[config.mk]
export PLATFORM = sky130hd
export DESIGN_NAME = controle_multiciclo
export DESIGN_NICKNAME = d
export VERILOG_FILES = /design/src/rtl/controle_multiciclo.sv
export SDC_FILE = /design/constraint.sdc
export NUM_CORES = 1
export LEC_CHECK = 0
export BUFFER_PORTS_ARGS = -buffer_cell sky130_fd_sc_hd__buf_2
export CORE_MARGIN = 2
export CORE_UTILIZATION = 40
export DETAILED_ROUTE_END_ITERATION = 7
export MAX_ROUTING_LAYER = met4
export PLACE_DENSITY_LB_ADDON = 0.05
export SYNTH_ARGS = -nofsm -noshare
export SYNTH_HDL_FRONTEND = slang
export SYNTH_SLANG_ARGS = --single-unit
[constraint.sdc]
create_clock -name clockCPU -period 1.5 [get_ports clockCPU]
set_input_delay 0.225 -clock clockCPU [delete_from_list [all_inputs] [get_ports clockCPU]]
set_output_delay 0.225 -clock clockCPU [all_outputs]
set_load 0.01 [all_outputs]
[src/rtl/controle_multiciclo.sv]
// Main control FSM for the multicycle RV32I datapath: Moore-decoded selects and
// write enables per state, with the branch PC write qualified by Zero/funct3.
module controle_multiciclo (
   input  logic       clockCPU,
   input  logic       reset,
   input  logic [6:0] opcode,
   input  logic       Zero,
   input  logic [2:0] funct3,
   output logic [3:0] estado,
   output logic       EscrevePC,
   output logic       EscrevePCBack,
   output logic       EscreveIR,
   output logic       EscreveReg,
   output logic       EscreveMem,
   output logic       LeMem,
   output logic       IouD,
   output logic [1:0] OrigAULA,
   output logic [1:0] OrigBULA,
   output logic [1:0] ALUOp,
   output logic       OrigPC,
   output logic [1:0] Mem2Reg,
   output logic       ilegal
);

   typedef enum logic [3:0] {
      FETCH    = 4'd0,
      DECODE   = 4'd1,
      MEMADDR  = 4'd2,
      MEMREAD  = 4'd3,
      LOADWB   = 4'd4,
      MEMWRITE = 4'd5,
      EXEC_R   = 4'd6,
      ALUWB    = 4'd7,
      BRANCH   = 4'd8,
      JAL      = 4'd9,
      EXEC_I   = 4'd10,
      JALR     = 4'd11,
      LUI      = 4'd12
   } state_t;

   localparam logic [6:0] OP_LOAD   = 7'b0000011;
   localparam logic [6:0] OP_STORE  = 7'b0100011;
   localparam logic [6:0] OP_R      = 7'b0110011;
   localparam logic [6:0] OP_I      = 7'b0010011;
   localparam logic [6:0] OP_BRANCH = 7'b1100011;
   localparam logic [6:0] OP_JAL    = 7'b1101111;
   localparam logic [6:0] OP_JALR   = 7'b1100111;
   localparam logic [6:0] OP_LUI    = 7'b0110111;

   state_t state, state_next;

   // raw enables before the reset gate
   logic pc_we, pcback_we, ir_we, reg_we, mem_we;
   logic taken;

   always_ff @(posedge clockCPU) begin
      if (reset) state <= FETCH;
      else       state <= state_next;
   end

   assign estado = state;

   always_comb begin
      taken = 1'b0;
      case (funct3)
         3'b000:  taken = Zero;
         3'b001:  taken = ~Zero;
         default: taken = 1'b0;
      endcase
   end

   always_comb begin
      state_next = FETCH;
      pc_we      = 1'b0;
      pcback_we  = 1'b0;
      ir_we      = 1'b0;
      reg_we     = 1'b0;
      mem_we     = 1'b0;
      LeMem      = 1'b0;
      IouD       = 1'b0;
      OrigAULA   = 2'b00;
      OrigBULA   = 2'b00;
      ALUOp      = 2'b00;
      OrigPC     = 1'b0;
      Mem2Reg    = 2'b00;
      ilegal     = 1'b0;
      case (state)
         FETCH: begin
            LeMem      = 1'b1;
            ir_we      = 1'b1;
            pcback_we  = 1'b1;
            pc_we      = 1'b1;
            OrigBULA   = 2'b01;
            state_next = DECODE;
         end
         DECODE: begin
            // speculative PCBack+imm lands in ALUOut for branch/jal
            OrigAULA = 2'b10;
            OrigBULA = 2'b10;
            case (opcode)
               OP_LOAD, OP_STORE: state_next = MEMADDR;
               OP_R:              state_next = EXEC_R;
               OP_I:              state_next = EXEC_I;
               OP_BRANCH:         state_next = BRANCH;
               OP_JAL:            state_next = JAL;
               OP_JALR:           state_next = JALR;
               OP_LUI:            state_next = LUI;
               default: begin
                  ilegal     = 1'b1;
                  state_next = FETCH;
               end
            endcase
         end
         MEMADDR: begin
            OrigAULA   = 2'b01;
            OrigBULA   = 2'b10;
            state_next = (opcode == OP_LOAD) ? MEMREAD : MEMWRITE;
         end
         MEMREAD: begin
            LeMem      = 1'b1;
            IouD       = 1'b1;
            state_next = LOADWB;
         end
         LOADWB: begin
            reg_we  = 1'b1;
            Mem2Reg = 2'b01;
         end
         MEMWRITE: begin
            mem_we = 1'b1;
            IouD   = 1'b1;
         end
         EXEC_R: begin
            OrigAULA   = 2'b01;
            ALUOp      = 2'b10;
            state_next = ALUWB;
         end
         ALUWB: begin
            reg_we = 1'b1;
         end
         BRANCH: begin
            OrigAULA = 2'b01;
            ALUOp    = 2'b01;
            OrigPC   = 1'b1;
            pc_we    = taken;
         end
         JAL: begin
            reg_we  = 1'b1;
            Mem2Reg = 2'b10;
            OrigPC  = 1'b1;
            pc_we   = 1'b1;
         end
         EXEC_I: begin
            OrigAULA   = 2'b01;
            OrigBULA   = 2'b10;
            ALUOp      = 2'b10;
            state_next = ALUWB;
         end
         JALR: begin
            // link reads PC before this edge's update, rs1 from latched regA
            OrigAULA = 2'b01;
            OrigBULA = 2'b10;
            pc_we    = 1'b1;
            reg_we   = 1'b1;
            Mem2Reg  = 2'b10;
         end
         LUI: begin
            reg_we  = 1'b1;
            Mem2Reg = 2'b11;
         end
         default: state_next = FETCH;
      endcase
   end

   assign EscrevePC     = pc_we     & ~reset;
   assign EscrevePCBack = pcback_we & ~reset;
   assign EscreveIR     = ir_we     & ~reset;
   assign EscreveReg    = reg_we    & ~reset;
   assign EscreveMem    = mem_we    & ~reset;

endmodule

==> flow_summary_export.csv <==
group,metric,value,unit
power,vdd_drop_max,0.306,mV
logic_synthesis,syn_nets,95,
cts,holdBufCountCts,0,
critical_path,cp.required,1.27,ns
timing,finalSetupViolations,8,
logic_synthesis,ys_ff_latch,4,
logic_synthesis,synth_top_area_share,15.3,%
timing,fin_crit,1.59,ns
logic_synthesis,yosys_warnings,0,
die,die_h,40.2,um
timing,fin_crit_sh,106,%
run,maxCapViolCount,0,
global_routing,antenna_found_initial,0,
detailed_routing,ant_nets,0,
cts,htreeDepth,1,
logic_synthesis,synth_edf_count,0,
timing,skew,0.00556,ns
logic_synthesis,synth_xor_area_share,6.68,%
logic_synthesis,ys.flop_type,"dfxtp_1",
power,p_leak,0.433,nW
cells_and_area,drive_gt1_share,47.5,%
detailed_routing,dr.pass1.iters,4,
cts,path_clk_slew,0.04,ns
logic_synthesis,synth.area.mux_share,0,%
detailed_routing,vias_per_cell,5.28,
timing,finalHoldViolCount,0,
critical_path,rr_worst_depth,5,
timing,whs,0.313,ns
cts,cts_root_buffer,"clkbuf_4",
cts,cts_tree,"built",
logic_synthesis,synth_adder_area_share,0,%
global_routing,grt_pass1_vias,579,
power,power_density,467,nW/um2
placement,hpwl,1.16,mm
logic_synthesis,synth.area.top_cells,"dfxtp_1 15%, a21oi_1 7.6%, nor3_1 5.7%, nand2_1 5.7%, nor2_1 5.7%",
global_routing,grt_use_total,22.7,%
logic_synthesis,syn_avg_cell_area,6.39,um2
hold_path,min_path_type,"input pin to flip-flop",
critical_path,startpoint_type,"flip-flop",
detailed_routing,drtIter0Drc,18,
detailed_routing,drc,0,
cts,cts_buffers,3,
timing,max_freq,628,MHz
timing,finalMaxSlewViolations,0,
die,die_width,40.2,um
logic_synthesis,yosysTopAreaCell,"dfxtp_1",
logic_synthesis,ys_seq_area_share,15.3,%
logic_synthesis,synth_top_family_by_area,"simple AND/OR/NAND/NOR gates",
timing,rsz0062_at_grt,"yes",
logic_synthesis,synth_cells,82,
die,core,1270,um2
cells_and_area,nets,137,
cells_and_area,syn2layout_area_growth,62.5,%
critical_path,crit_path_end_kind,"output pin",
cts,insertion_delay,0.24,ns
detailed_routing,wl_per_cell,11.9,um
logic_synthesis,synth-simple-area-share,47.0,%
critical_path,crit_type,"flip-flop to output pin",
logic_synthesis,synth_common_cells,"8 x a21oi_1, 8 x nand2_1, 8 x nor2_1",
power,p_total,0.398,mW
cells_and_area,largest_register_ffs,4,
logic_synthesis,syn_area,524,um2
logic_synthesis,synth_compound_area_share,22.7,%
placement,port_buffers,33,
detailed_routing,vias,723,
logic_synthesis,synth_cell_types,34,
placement,gp_congestion,0.771,
hold_path,holdPathStages,2,
die,placementRows,13,
critical_path,path_max_fanout,4,
cts,cts_buffer_depth,2,
status,violations,"setup timing",
timing,layout_setup_ws,-0.0922,ns
timing,tightest_slew,0.389,ns
status,status,"finished, violations left",
cells_and_area,fill_cells,133,
global_routing,grt_start_max_net_pins,11,
cells_and_area,n_antenna_cell,0,
detailed_routing,totalWireLength,1.63,mm
logic_synthesis,async_flop_share,0,%
die,start_util,41.3,%
global_routing,grt-ovfl-total,0,
die,io_pins,34,
cts,cts.sinks,4,
die,die-area,1620,um2
critical_path,worstPathArrival,1.37,ns
global_routing,grt_pass1_wl,2.35,mm
timing,relSlewSlack,73.8,%
cell type report:
class / instances / area [um2] / area share [%]
Sequential cell: 4 / 86.3 / 10.1
Inverter: 4 / 15.0 / 1.76
Timing Repair Buffer: 43 / 259 / 30.4
Clock buffer: 3 / 22.5 / 2.64
Multi-Input combinational cell: 68 / 450 / 52.9
Tap cell: 15 / 18.8 / 2.20
repair_timing:
item / 4_1_cts / 5_1_grt
gates resized for setup: 12 / 7
setup buffers: 4 / 0
setup endpoints to repair: 11 / 16
pin swaps: 2 / 1
critical path, cell delays in order (launching register included):
cell	delay, ns
dfxtp_2	0.32
or4b_4	0.56
a21oi_2	0.11
buf_2	0.13
stage by stage:
step                setup TNS [ns]  setup WS, ns  util (%)  instance area [um2]  std cells
finish                      -0.196       -0.0922      67.2                  852        137
global route                 -1.30        -0.155      67.2                  852        137
CTS                         -0.328        -0.107      65.1                  826        137
detailed placement               0         0.103      57.6                  731        130
global placement                 0        0.0862      57.6                  731        130
floorplan                        0        0.0523         -                  531         82
power by group:
group	internal, mW	leakage [nW]	switching [mW]
logic	0.0723	0.385	0.0793
clock network	0.0896	0.0138	0.0458
registers	0.108	0.0344	0.00302
total	0.270	0.433	0.128
logic make-up (layout without fill, tap and decap cells):
logic type / Yosys count / count (layout)
xor gates and xnor gates: 4 / 4
AOI/OAI and AO/OA: 19 / 19
and+or+nand+nor: 45 / 45
buffers and inverters: 10 / 50
DFF: 4 / 4
cell usage in the layout, fill, tap and decap left out, drive strengths merged, types with 2 or more instances in the layout:
master	instances
a21o	2
a21oi	8
buf	43
clkbuf	3
dfxtp	4
inv	4
nand2	8
nand2b	4
nand3	2
nor2	8
nor2b	2
nor3	6
nor4	4
o21ai	5
or2	2
xnor2	2
xor2	2
routing by layer:
metal | global-route usage (%) | part of all wire [%]
met2 | 41.5 | 50
met1 | 23.8 | 42
met3 | 3.33 | 6.9
met4 | 10.0 | 0.43
met5 | - | 0
final timing paths:
kind	startpoint	to	slack (ns)
max	estado[3]$_SDFF_PP0_	ilegal	-0.09
max reg2reg	estado[1]$_SDFF_PP0_	estado[1]$_SDFF_PP0_	0.08
min	reset	estado[3]$_SDFF_PP0_	0.31
min reg2reg	estado[3]$_SDFF_PP0_	estado[2]$_SDFF_PP0_	0.46
Note: power is estimated with default switching activity, not from simulation.
